===== config.mk =====
export PLATFORM = sky130hd
export DESIGN_NAME = uart_rx_cfg
export DESIGN_NICKNAME = d
export VERILOG_FILES = /design/src/rtl/uart_pkg.sv /design/src/rtl/uart_sync2.sv /design/src/rtl/uart_rx_cfg.sv
export SDC_FILE = /design/constraint.sdc
export NUM_CORES = 1
export LEC_CHECK = 0
export BUFFER_PORTS_ARGS = -buffer_cell sky130_fd_sc_hd__buf_2
export CAP_MARGIN = 20
export CORE_MARGIN = 3
export CORE_UTILIZATION = 43
export DETAILED_ROUTE_END_ITERATION = 7
export PLACE_DENSITY_LB_ADDON = 0.08
export SLEW_MARGIN = 25
export SYNTH_ARGS = -nofsm -noshare
export SYNTH_HDL_FRONTEND = slang
export SYNTH_HIERARCHICAL = 1
export SYNTH_SLANG_ARGS = --single-unit

===== constraint.sdc =====
create_clock -name i_clk -period 2.1 [get_ports i_clk]
set_input_delay 0.315 -clock i_clk [delete_from_list [all_inputs] [get_ports i_clk]]
set_output_delay 0.315 -clock i_clk [all_outputs]
set_load 0.05 [all_outputs]

===== src/rtl/uart_pkg.sv =====
// uart_pkg: definitions shared by the configurable UART receiver and transmitter.
//   - one-hot FSM state encodings
//   - parity mode constants
//   - cnt_width(): counter width for a counter that must hold values 0..n-1
package uart_pkg;

  localparam int ST_W = 5;
  typedef logic [ST_W-1:0] state_t;

  localparam state_t ST_IDLE   = 5'b00001;
  localparam state_t ST_START  = 5'b00010;
  localparam state_t ST_DATA   = 5'b00100;
  localparam state_t ST_PARITY = 5'b01000;
  localparam state_t ST_STOP   = 5'b10000;

  localparam logic PAR_EVEN = 1'b0;
  localparam logic PAR_ODD  = 1'b1;

  // Never narrower than one bit, so tiny ranges still give a legal vector.
  function automatic int cnt_width(input int n);
    return (n < 2) ? 1 : $clog2(n);
  endfunction

endpackage


===== src/rtl/uart_sync2.sv =====
// uart_sync2: two-flop synchroniser for a single asynchronous input.
//   clk    destination clock
//   rst_n  asynchronous active-low reset, both flops load RST_VAL
//   d      asynchronous input
//   q      synchronised output (2-cycle latency)
module uart_sync2 #(
  parameter logic RST_VAL = 1'b1
) (
  input  logic clk,
  input  logic rst_n,
  input  logic d,
  output logic q
);

  logic meta;

  always_ff @(posedge clk or negedge rst_n) begin
    if (!rst_n) begin
      meta <= RST_VAL;
      q    <= RST_VAL;
    end else begin
      meta <= d;
      q    <= meta;
    end
  end

endmodule


===== src/rtl/uart_rx_cfg.sv =====
// uart_rx_cfg: parametrised UART receiver with valid/ready output.
//   i_clk, i_reset_n   clock and asynchronous active-low reset
//   i_tick             one-cycle strobe, OVERSAMPLE per bit period
//   i_rx               raw serial line, idle high, asynchronous
//   i_ready            consumer accepts o_data when o_valid & i_ready
//   o_data             received word, bit 0 = first received bit
//   o_valid            word available, held until accepted
//   o_parity_err       parity mismatch for the word on o_data
//   o_frame_err        a stop bit was sampled low for the word on o_data
//   o_overrun          the word on o_data replaced an unaccepted word
module uart_rx_cfg
  import uart_pkg::*;
#(
  parameter int NB_DATA    = 8,
  parameter int NB_STOP    = 1,
  parameter int OVERSAMPLE = 16,
  parameter int PARITY_EN  = 0,
  parameter int PARITY_ODD = 0
) (
  input  logic               i_clk,
  input  logic               i_reset_n,
  input  logic               i_tick,
  input  logic               i_rx,
  input  logic               i_ready,
  output logic [NB_DATA-1:0] o_data,
  output logic               o_valid,
  output logic               o_parity_err,
  output logic               o_frame_err,
  output logic               o_overrun
);

  localparam int TW = cnt_width(OVERSAMPLE);
  localparam int BW = cnt_width(NB_DATA + 1);
  localparam logic [TW-1:0] T_MID  = TW'(OVERSAMPLE / 2 - 1);
  localparam logic [TW-1:0] T_FULL = TW'(OVERSAMPLE - 1);
  localparam logic [BW-1:0] B_LAST = BW'(NB_DATA - 1);
  localparam logic [BW-1:0] S_LAST = BW'(NB_STOP - 1);
  localparam logic PAR_BIT = (PARITY_ODD != 0) ? PAR_ODD : PAR_EVEN;

  logic               rx_s;
  state_t             state_q, state_d;
  logic [TW-1:0]      tick_q;
  logic [BW-1:0]      bit_q;
  logic [NB_DATA-1:0] shift_q;
  logic               xor_q, perr_q, ferr_q, brk_q, done_q;

  // Per-cycle strobes decoded from state and inputs.
  logic tick_clr, tick_inc, bit_clr, bit_inc;
  logic frame_start, data_smp, par_smp, stop_smp, frame_done;

  uart_sync2 #(.RST_VAL(1'b1)) u_sync (
    .clk   (i_clk),
    .rst_n (i_reset_n),
    .d     (i_rx),
    .q     (rx_s)
  );

  // State register.
  always_ff @(posedge i_clk or negedge i_reset_n) begin
    if (!i_reset_n) state_q <= ST_IDLE;
    else            state_q <= state_d;
  end

  // Next-state logic. After START the counter is realigned to mid-bit, so every
  // later sample point is a full bit period (T_FULL) after the previous one.
  always_comb begin
    state_d = state_q;
    case (state_q)
      ST_IDLE:   if (!rx_s && !brk_q) state_d = ST_START;
      ST_START:  if (i_tick && tick_q == T_MID) state_d = rx_s ? ST_IDLE : ST_DATA;
      ST_DATA:   if (i_tick && tick_q == T_FULL && bit_q == B_LAST)
                   state_d = (PARITY_EN != 0) ? ST_PARITY : ST_STOP;
      ST_PARITY: if (i_tick && tick_q == T_FULL) state_d = ST_STOP;
      ST_STOP:   if (i_tick && tick_q == T_FULL && bit_q == S_LAST) state_d = ST_IDLE;
      default:   state_d = ST_IDLE;
    endcase
  end

  // Output (strobe) decode.
  always_comb begin
    tick_clr    = 1'b0;
    tick_inc    = 1'b0;
    bit_clr     = 1'b0;
    bit_inc     = 1'b0;
    frame_start = 1'b0;
    data_smp    = 1'b0;
    par_smp     = 1'b0;
    stop_smp    = 1'b0;
    frame_done  = 1'b0;
    case (state_q)
      ST_IDLE: begin
        if (!rx_s && !brk_q) begin
          tick_clr    = 1'b1;
          frame_start = 1'b1;
        end
      end
      ST_START: begin
        if (i_tick) begin
          if (tick_q == T_MID) begin
            tick_clr = 1'b1;
            bit_clr  = 1'b1;
          end else begin
            tick_inc = 1'b1;
          end
        end
      end
      ST_DATA: begin
        if (i_tick) begin
          if (tick_q == T_FULL) begin
            tick_clr = 1'b1;
            data_smp = 1'b1;
            if (bit_q == B_LAST) bit_clr = 1'b1;
            else                 bit_inc = 1'b1;
          end else begin
            tick_inc = 1'b1;
          end
        end
      end
      ST_PARITY: begin
        if (i_tick) begin
          if (tick_q == T_FULL) begin
            tick_clr = 1'b1;
            bit_clr  = 1'b1;
            par_smp  = 1'b1;
          end else begin
            tick_inc = 1'b1;
          end
        end
      end
      ST_STOP: begin
        if (i_tick) begin
          if (tick_q == T_FULL) begin
            tick_clr = 1'b1;
            stop_smp = 1'b1;
            if (bit_q == S_LAST) frame_done = 1'b1;
            else                 bit_inc    = 1'b1;
          end else begin
            tick_inc = 1'b1;
          end
        end
      end
      default: ;
    endcase
  end

  // Counters, shift register and per-frame error accumulation.
  always_ff @(posedge i_clk or negedge i_reset_n) begin
    if (!i_reset_n) begin
      tick_q  <= '0;
      bit_q   <= '0;
      shift_q <= '0;
      xor_q   <= 1'b0;
      perr_q  <= 1'b0;
      ferr_q  <= 1'b0;
      brk_q   <= 1'b0;
      done_q  <= 1'b0;
    end else begin
      if (tick_clr)      tick_q <= '0;
      else if (tick_inc) tick_q <= tick_q + TW'(1);
      if (bit_clr)       bit_q  <= '0;
      else if (bit_inc)  bit_q  <= bit_q + BW'(1);
      if (frame_start) begin
        xor_q  <= 1'b0;
        perr_q <= 1'b0;
        ferr_q <= 1'b0;
      end
      if (data_smp) begin
        shift_q <= {rx_s, shift_q[NB_DATA-1:1]};
        xor_q   <= xor_q ^ rx_s;
      end
      if (par_smp)            perr_q <= xor_q ^ rx_s ^ PAR_BIT;
      if (stop_smp && !rx_s)  ferr_q <= 1'b1;
      // A frame ending on a low line is a break: block new starts until the
      // line has been seen high again.
      if (frame_done && !rx_s) brk_q <= 1'b1;
      else if (rx_s)           brk_q <= 1'b0;
      done_q <= frame_done;
    end
  end

  // Consumer-side output register; a new word has priority over acceptance.
  always_ff @(posedge i_clk or negedge i_reset_n) begin
    if (!i_reset_n) begin
      o_data       <= '0;
      o_valid      <= 1'b0;
      o_parity_err <= 1'b0;
      o_frame_err  <= 1'b0;
      o_overrun    <= 1'b0;
    end else if (done_q) begin
      o_data       <= shift_q;
      o_parity_err <= perr_q;
      o_frame_err  <= ferr_q;
      o_valid      <= 1'b1;
      o_overrun    <= o_valid & ~i_ready;
    end else if (o_valid && i_ready) begin
      o_valid      <= 1'b0;
      o_parity_err <= 1'b0;
      o_frame_err  <= 1'b0;
      o_overrun    <= 1'b0;
    end
  end

endmodule


==> impl_results.md, run 1 <==
* Status: finished clean
* Switch Pwr at roughly 0.44 mW
* Worst min path class: input port to asynchronous set/reset pin
* Internal at approximately 1.2 mW
* Clk_lat worst skew at roughly 280 ps
* DRC errors left at 0
* Number of synthesized flops with an enable pin at 0
* Dominant synthesized flop cell: dfrtp_1
* First-pass GRT wire length at approximately 5400 um
* Combinational power share at 0.139
* Synth Register Bits at 36
* Mapped Nets at 160
* CP max FO at 9
* Post-synthesis sequential area ratio at 0.511
* Finished Cell Area at between 1500 and 2000 sq um
* Port Buffers at 15
* Layout area overhead at 11.9%
* Post-Synth XOR/XNOR Area at 0.00989
* Top cells by count, synth: dfrtp_1, mux2_2, nand2_1
* Flop-to-flop setup slack at about 180 ps
* Die Y at 70.2 um
* Pin count of the biggest net entering global routing at 37
* IO Pins at 17
* Top cell type's share of synthesized area at 0.466
* Most common cell in the synthesized netlist: dfrtp_1
* H-tree depth at 2
* Leading area contributor after synthesis: dfrtp_1
* Fin crit share at 0.913
* Flop pwr share at 0.503
* HPWL after detailed placement at 2280 um
* Mux contribution to synthesized area at 0.119
* Drt first pass iters at 4
* Initial antenna violation count at 0
* Endpoints failing hold at 0
* Clk sink count at 36
* CTS root buf: clkbuf_8
* # rows at 22
* Fraction of registers with async set/reset at 1.00
* Initial DRC count at 54
* CTS Buf Count at 5
* Element type at the critical path end: flop
* Setup repair bufs after CTS at 0
* Cells after Synth at approximately 150
* Worst Max-Slew Pin Slew at ~800 ps
* Sw Ratio at 0.268
* Clock buffer depth at 2
* Post-route ant nets at 0
* Std-Cell Core Area at ~3800 sq um
* Setup TNS at 0 ps
* Chip Width at approximately 70 um
* Tot GR Track Use at 0.136
* Post-DR vias/cell at approximately 5.6
* Crit path kind: flop to flop
* Adder-Cell Fraction of Synth Area at 0.0212
* Grt total ovfl at 0
* Routed WL at around 3100 um
* Synth Area in Simple Gates at 0.167
* Reg2Reg Launch Point: state_q[2]$_DFFE_PN0P_
* Final setup fails at 0
* RSZ-0062 raised after global routing: no
* Type of origin of the critical path: flop
* Clock Skew at approximately 4.6 ps
* Post-Place Cell Area at 1870 sq um
* Hold buffer count at CTS at 0
* Starting density of the core at 0.463
* Critical path arrival at ~2100 ps
* Worst-path clk slew at around 70 ps
* Syn. warnings at 6
* Diode count at 0
* Slew Limit Fails at 0
* Via Count at 1220
* Unique masters post-synth at 46
* Clk network pwr share at 0.358
* Worst Setup SP: state_q[2]$_DFFE_PN0P_
* Syn avg cell area at between 10 and 15 sq um
* Resized cells post-CTS at 0
* Worst slew margin at 0.466
* Power density over the cells at 826 nW/um^2
* Tmin final at between 1500 and 2000 ps
* Number of global-route vias before repair at 1143
* Largest cells by area after synthesis: dfrtp_1, mux2_2, dfstp_2
* Max Cap Viol at 0
* CTS tree: done
* Routability cong. at 0.872
* Main combinational cell family by area after synthesis: simple AND/OR/NAND/NOR gates
* Die ar. at between 4000 and 5000 sq um
* FMAX at between 500 and 600 MHz
* Nets@finish at ~180
* Share of cells above drive strength 1 at 0.322
* WL/cell at 14.3 um
* Leakage at around 0.91 nW
* Mapped Area at between 1500 and 2000 sq um
* Synth Area in Compound Gates at 0.127
* Critical Path RT at roughly 2300 ps
* Peak supply drop at ~0.42 mV
area by class of cell:
class,instances,area (sq um)
fillers,353,1840
flip-flops and latches,36,905
multi-input cells,103,790
repair buffers,18,97.6
clock buffers,6,72.6
well taps,48,60.1
clock inverters,2,35.0
inverters,6,22.5
metal layers:
layer  up-vias  routed length (um)  global-route usage
met5         -                   0                   0
met4         0                  46              0.0489
met3         5                 136              0.0446
met2        26                1450               0.201
met1       596                1500               0.185
li1        593                   -                   -
sequential cells by signal, indices dropped and copies added, names as in the netlist:
signal	cells
state_q	4
o_data	8
u_sync/q	1
o_valid	1
bit_q	4
brk_q	1
ferr_q	1
done_q	1
o_frame_err	1
shift_q	8
o_overrun	1
tick_q	4
u_sync/meta	1
path summary, 6_finish.rpt:
kind | end | depth (start not counted)
max reg2reg | bit_q[2]$_DFFE_PN0P_ | 4
max in group asynchronous | o_data[1]$_DFFE_PN0P_ | 1
max | bit_q[2]$_DFFE_PN0P_ | 4
min in group i_clk | u_sync/meta$_DFF_PN1_ | 1
min reg2reg | u_sync/q$_DFF_PN1_ | 0
min | brk_q$_DFFE_PN0P_ | 1
stage by stage:
| step | setup WS (ps) | power (mW) | hold WS (ps) | util | std cells |
|---|---|---|---|---|---|
| finish | 182 | 1.64 | 114 | 0.518 | 219 |
| CTS | 158 | 1.66 | 118 | 0.518 | 219 |
| detailed placement | 176 | 1.07 | 348 | 0.490 | 211 |
| floorplan | 369 | 1.04 | 19.4 | - | 152 |
| global placement | 271 | 1.06 | 348 | 0.490 | 211 |
| global route | 12.8 | 1.74 | 111 | 0.518 | 219 |
cells in the final DEF (no fill, tap or decap), drive strengths merged, types with 2 or more instances in the layout:
cell,instances
mux2,16
nor3,4
nand3b,2
a21oi,10
inv,6
a22oi,3
buf,18
nand4,2
nand3,4
o31ai,4
o21ai,9
nor4b,4
nand2,11
or4,2
dfrtp,33
nor2,7
or4b,2
mux2i,3
clkbuf,6
ha,3
dfstp,3
o211ai,2
or3b,2
power groups by stage:
stage                     registers (mW)  logic [mW]  clock network, mW
after floorplan                    0.775       0.263                  0
after global placement             0.832       0.228                  0
after detailed placement           0.835       0.232                  0
after CTS                          0.821       0.233              0.606
after global routing               0.833       0.262              0.641
final                              0.823       0.227              0.587
logic make-up after synthesis:
family	Yosys count
compound gates	33
xor+xnor	2
fa+ha+maj	3
buf+inv	13
flops	36
mux	19
other cells	1
simple gates	45
critical path, stage by stage (launching register included):
cell and delay, ps:
dfrtp_1 560, nor4b_4 380, or4b_1 500, a21oi_2 250, nor4_1 100
(Power assumes the default switching activity.)
==> run 2: changes to the inputs <==
- CELL_PAD_IN_SITES_DETAIL_PLACEMENT: default -> 0
- CELL_PAD_IN_SITES_GLOBAL_PLACEMENT: default -> 1
- CORE_UTILIZATION: 43 -> 46
==> run 2 against run 1 <==
Die area decreased by 6.0%. Critical endpoint unchanged. Critical path depth is the same. Critical path type unchanged. Clock skew rose by 1.7 ps. Total power shrank 5.1%. Cell count fell by 0.91%. Global-route usage rose by 1.8 points. Core utilization up 4.0 points. Sequential share of layout area increased by 0.41 points. Non-clock buffer count did not move.
==> impl_results.md, run 2 (synthesized netlist as in run 1, its figures left out) <==
* Critical Path RT at between 2000 and 2500 ps
* Initial DRC count at just under 80
* Type of origin of the critical path: flop
* Commonest non-fill, non-tap cells in the layout: dfrtp_1, mux2_2, buf_2, nand2_1, o21ai_0
* Diode count at 0
* Die ar. at 4630 sq um
* HPWL after detailed placement at ~2200 um
* Status: finished clean
* Pin count of the biggest net entering global routing at 37
* Port Buffers at 15
* H-tree depth at 2
* Max Cap Viol at 0
* Finished Cell Area at 1960 sq um
* Initial antenna violation count at 0
* Tot GR Track Use at 0.154
* # rows at 21
* IO Pins at 17
* CP max stage cell: dfrtp_1
* Peak supply drop at roughly 0.52 mV
* Reg2Reg Launch Point: state_q[2]$_DFFE_PN0P_
* Clk_lat worst skew at between 200 and 300 ps
* Tmin final at about 1900 ps
* RSZ-0062 raised after global routing: no
* Chip Width at 68.0 um
* Worst-path clk slew at around 70 ps
* Hold buffer count at CTS at 0
* Setup repair bufs after CTS at 0
* Layout area overhead at 11.0%
* Grt total ovfl at 0
* Worst R2R Path Depth at 4
* Post-DR vias/cell at around 5.5
* Commonest non-fill, non-tap cell in the layout: dfrtp_1
* Resized cells post-CTS at 0
* First-pass GRT wire length at 5260 um
* Multi-input combinational cell area at around 800 sq um
* Power density over the cells at between 700 and 800 nW/um^2
* Worst slew margin at 0.483
* Top Registers: o_data (8), shift_q (8)
* Via Count at ~1200
* Number of global-route vias before repair at about 1100
* CTS Buf Count at 5
* Die Y at 68.0 um
* Drt first pass iters at 4
* RR Endpoint: bit_q[2]$_DFFE_PN0P_
* Leakage at between 0.9 and 1 nW
* Share of cells above drive strength 1 at 0.327
* WL/cell at roughly 14 um
* Seq. cell area at 905 sq um
* Worst Max-Slew Pin Slew at 776 ps
* Cell family with most CP delay: simple AND/OR/NAND/NOR gates
* Max incr delay on CP at between 500 and 600 ps
* Nets@finish at ~180
* Clock Skew at 6.36 ps
* Routability cong. at 0.750
* Post-route ant nets at 0
* CP max FO at 9
* Slew Limit Fails at 0
* Endpoints failing hold at 0
* Fin crit share at 0.898
* Crit path kind: flop to flop
* Setup TNS at 0 ps
* Clock buffer depth at 2
* Fill cells at roughly 320
* Final setup fails at 0
* Clk sink count at 36
* Critical path arrival at a little over 2000 ps
* Starting density of the core at 0.503
* Worst min path class: input port to asynchronous set/reset pin
* Std-Cell Core Area at approximately 3500 sq um
* Design Power at roughly 1.6 mW
* WP buf/inv at 0
* CTS tree: done
* Element type at the critical path end: flop
* FMAX at 530 MHz
* Post-Place Cell Area at approximately 1900 sq um
* DRC errors left at 0
* Routed WL at 3090 um
* CTS root buf: clkbuf_8
* CP cell instances: nor4b_4 > or4b_1 > a21oi_2 > nor4_1
* Flop-to-flop setup slack at ~210 ps
## run 2: cell type report
| class | instances | share of cell area |
|---|---|---|
| tap | 46 | 0.0293 |
| clock buffer | 6 | 0.0420 |
| sequential | 36 | 0.461 |
| timing repair buffer | 18 | 0.0497 |
| multi-input combinational | 103 | 0.402 |
| inverter | 6 | 0.0115 |
| clock inverter | 2 | 0.00510 |
## run 2: per-layer routing
metal	share of wire	GRT usage	vias to the layer above
met2	0.45	0.229	21
met3	0.036	0.0443	7
li1	-	-	590
met1	0.50	0.216	584
met5	0	0	-
met4	0.013	0.0521	0
## run 2: stage by stage
| step | util | hold WS, ps | worst slack, ps | cells |
|---|---|---|---|---|
| finish | 0.558 | 104 | 213 | 217 |
| global route | 0.558 | 118 | 116 | 217 |
| CTS | 0.558 | 122 | 213 | 217 |
| detailed placement | 0.532 | 347 | 204 | 209 |
| global placement | 0.532 | 350 | 272 | 209 |
| floorplan | - | 19.4 | 369 | 152 |
## run 2: power by group
group / leakage, nW / total (mW) / internal [mW] / switching, mW
Combinational: 0.376 / 0.232 / 0.105 / 0.127
Sequential: 0.480 / 0.823 / 0.742 / 0.0809
Clock: 0.0510 / 0.499 / 0.262 / 0.237
## run 2: worst max path at each step
| stage | from | end | slack, ps | cells after the start |
|---|---|---|---|---|
| 5_1_grt | state_q[2]$_DFFE_PN0P_ | bit_q[2]$_DFFE_PN0P_ | 120 | 4 |
| 6_report | state_q[2]$_DFFE_PN0P_ | bit_q[2]$_DFFE_PN0P_ | 210 | 4 |
| 4_1_cts | state_q[2]$_DFFE_PN0P_ | bit_q[2]$_DFFE_PN0P_ | 210 | 4 |
| 2_1_floorplan | state_q[1]$_DFFE_PN0P_ | bit_q[2]$_DFFE_PN0P_ | 370 | 5 |
| 3_5_place_dp | state_q[2]$_DFFE_PN0P_ | bit_q[2]$_DFFE_PN0P_ | 200 | 4 |
| 3_3_place_gp | state_q[1]$_DFFE_PN0P_ | bit_q[2]$_DFFE_PN0P_ | 270 | 4 |
==> run 3: changes to the inputs <==
- ABC_AREA: default -> 1
- CORE_UTILIZATION: 46 -> 44
- clock period: 2.1 -> 2.05 ns (I/O delays scaled with it)
==> run 3 against run 2 <==
Global-route usage down 0.25 points. Wire length up 6.0%. First-iteration DRC count down 29%. Flip-flop and latch count unchanged. Final area up 0.45%. Worst setup slack better by 300 ps. Non-clock buffer count down 3. Critical endpoint is now shift_q[0]$_DFFE_PN0P_. Highest routed layer unchanged.
==> impl_results.md, run 3 <==
* Seq. cell area at roughly 900 sq um
* Pin count of the biggest net entering global routing at 37
* Mapped Nets at 212
* Resized cells post-CTS at 0
* Top Registers: o_data (8), shift_q (8)
* Unique masters post-synth at 29
* Slew Limit Fails at 0
* Std-Cell Core Area at approximately 3700 sq um
* First-pass GRT wire length at a little under 6000 um
* Worst min path class: input port to asynchronous set/reset pin
* Switch Pwr at 0.555 mW
* Synth Area in Simple Gates at 0.289
* Clk_lat worst skew at 290 ps
* Number of global-route vias before repair at between 1000 and 1500
* Worst Max-Slew Pin Slew at around 780 ps
* Fraction of registers with async set/reset at 1.00
* Post-route ant nets at 0
* Final Non-Filler Cells at ~270
* # rows at 22
* Routability cong. at 0.782
* Internal at 1.24 mW
* Post-Place Cell Area at around 1900 sq um
* Crit path kind: flop to flop
* Main combinational cell family by area after synthesis: simple AND/OR/NAND/NOR gates
* Initial antenna violation count at 0
* Fin crit share at 0.750
* Clk sink count at 36
* Number of synthesized flops with an enable pin at 0
* Mux contribution to synthesized area at 0.00858
* CTS root buf: clkbuf_8
* Chip Width at ~69 um
* Commonest non-fill, non-tap cells in the layout: nand2_1, dfrtp_1, nand3_1, inv_1, buf_2
* Worst-path clk slew at 80 ps
* HPWL after detailed placement at 2470 um
* Combinational power share at 0.195
* Clock buffer depth at 2
* H-tree depth at 2
* Leading area contributor after synthesis: dfrtp_1
* Syn. warnings at 6
* Setup TNS at 0 ps
* Clk network pwr share at 0.348
* Top cell type's share of synthesized area at 0.472
* Adder-Cell Fraction of Synth Area at 0.0215
* CTS tree: done
* DRC errors left at 0
* Routed WL at 3270 um
* Nets@finish at 231
* CTS Buf Count at 5
* Peak supply drop at 0.400 mV
* Largest cells by area after synthesis: dfrtp_1, nand2_1, nand3_1
* Setup repair bufs after CTS at 0
* CP cell instances: ha_1 > nand3_2 > nor2_4 > nand2_4 > mux2_4
* Die Y at 69.1 um
* Grt total ovfl at 0
* IO Pins at 17
* Synth Area in Compound Gates at 0.0715
* CP max stage cell: dfrtp_1
* Post-Synth XOR/XNOR Area at 0.0200
* Finished Cell Area at just under 2000 sq um
* Cell family with most CP delay: simple AND/OR/NAND/NOR gates
* Endpoints failing hold at 0
* Most common cell in the synthesized netlist: nand2_1
* Max Cap Viol at 0
* DP Cell Count at ~260
* WP buf/inv at 0
* WL/cell at ~12 um
* Mapped Area at 1750 sq um
* Final setup fails at 0
* Worst slew margin at 0.481
* Clock Skew at around 6.3 ps
* Via Count at 1316
* Flop pwr share at 0.457
* Synth Register Bits at 36
* Dominant synthesized flop cell: dfrtp_1
* Initial DRC count at 55
* Tmin final at 1540 ps
* Power density over the cells at 909 nW/um^2
* Drt first pass iters at 4
* Share of cells above drive strength 1 at 0.219
* Fill cells at ~370
* Commonest non-fill, non-tap cell in the layout: nand2_1
* Sw Ratio at 0.310
* Die ar. at ~4800 sq um
* Starting density of the core at 0.467
* Hold slack at just over 90 ps
* Cells after Synth at between 200 and 250
* Element type at the critical path end: flop
* Tot GR Track Use at 0.152
* Max incr delay on CP at between 300 and 400 ps
* RSZ-0062 raised after global routing: no
* Diode count at 0
* Critical Path RT at ~2200 ps
* FMAX at roughly 650 MHz
* CP max FO at 15
* Syn avg cell area at around 8.6 sq um
* Type of origin of the critical path: flop
* Top cells by count, synth: nand2_1, dfrtp_1, nand3_1
* Hold buffer count at CTS at 0
* Multi-input combinational cell area at 722 sq um
* Critical path arrival at about 1700 ps
* Layout area overhead at 12.8%
* Port Buffers at 15
* Post-DR vias/cell at roughly 4.8
* Leakage at 1.12 nW
* Status: finished clean
* Post-synthesis sequential area ratio at 0.517
run 3: changes by cell type after synthesis, moves of 3 or more:
cell     change
o21ai_2      +4
mux2i_1      -3
xor2_1       +3
nor3_1       -4
o31ai_1      -3
a21oi_1      -7
nand2_2      +3
nor2_2       +3
nand2_1     +52
inv_1       +15
nor2_1       +7
nand3_1     +19
mux2_2      -16
run 3: power by group through the flow:
| stage | sequential, mW | combinational (mW) | clock, mW |
|---|---|---|---|
| final | 0.819 | 0.350 | 0.624 |
| after global placement | 0.828 | 0.333 | 0 |
| after CTS | 0.818 | 0.353 | 0.642 |
| after detailed placement | 0.831 | 0.347 | 0 |
| after global routing | 0.824 | 0.402 | 0.677 |
| after floorplan | 0.825 | 0.262 | 0 |
run 3: cell families after synthesis:
kind of cell / Yosys count
other: 1
xor gates and xnor gates: 4
DFF: 36
adders and majority gates: 3
muxes: 1
and+or+nand+nor: 113
AOI/OAI and AO/OA: 18
buffers and inverters: 28
run 3: worst register-to-register path, stage by stage, from the launching register on:
cell and delay [ps]:
dfrtp_1 390, ha_1 250, nand3_2 130, nor2_4 170, nand2_4 160, mux2_4 330
run 3: final timing paths:
| check | from | endpoint | cells after the start | slack (ps) |
|---|---|---|---|---|
| worst max register to register | tick_q[0]$_DFFE_PN0P_ | shift_q[0]$_DFFE_PN0P_ | 5 | 510 |
| worst min register to register | u_sync/meta$_DFF_PN1_ | u_sync/q$_DFF_PN1_ | 0 | 360 |
| max in group asynchronous | i_reset_n | bit_q[1]$_DFFE_PN0P_ | 1 | 1460 |
| min in group i_clk | i_rx | u_sync/meta$_DFF_PN1_ | 1 | 110 |
| worst min-delay path | i_reset_n | o_overrun$_DFFE_PN0P_ | 1 | 90 |
| worst max-delay path | tick_q[0]$_DFFE_PN0P_ | shift_q[0]$_DFFE_PN0P_ | 5 | 510 |
run 3: metrics by stage:
stage / total power [mW] / setup WS, ps / util
detailed placement: 1.18 / 526 / 0.497
global route: 1.90 / 400 / 0.527
CTS: 1.81 / 505 / 0.527
finish: 1.79 / 512 / 0.527
global placement: 1.16 / 558 / 0.497
floorplan: 1.09 / 701 / -
run 3: cell type report:
| class | count | share of cell area |
|---|---|---|
| Multi-Input combinational cell | 140 | 0.366 |
| Clock buffer | 5 | 0.0349 |
| Tap cell | 48 | 0.0304 |
| Clock inverter | 3 | 0.0216 |
| Timing Repair Buffer | 15 | 0.0380 |
| Sequential cell | 36 | 0.458 |
| Inverter | 25 | 0.0507 |
run 3: per-layer routing:
layer | routed length, um | up-vias | track usage
met2 | 1750 | 17 | 0.273
met1 | 1350 | 615 | 0.166
met5 | 0 | - | 0
li1 | - | 677 | -
met3 | 122 | 7 | 0.0496
met4 | 48 | 0 | 0.0521
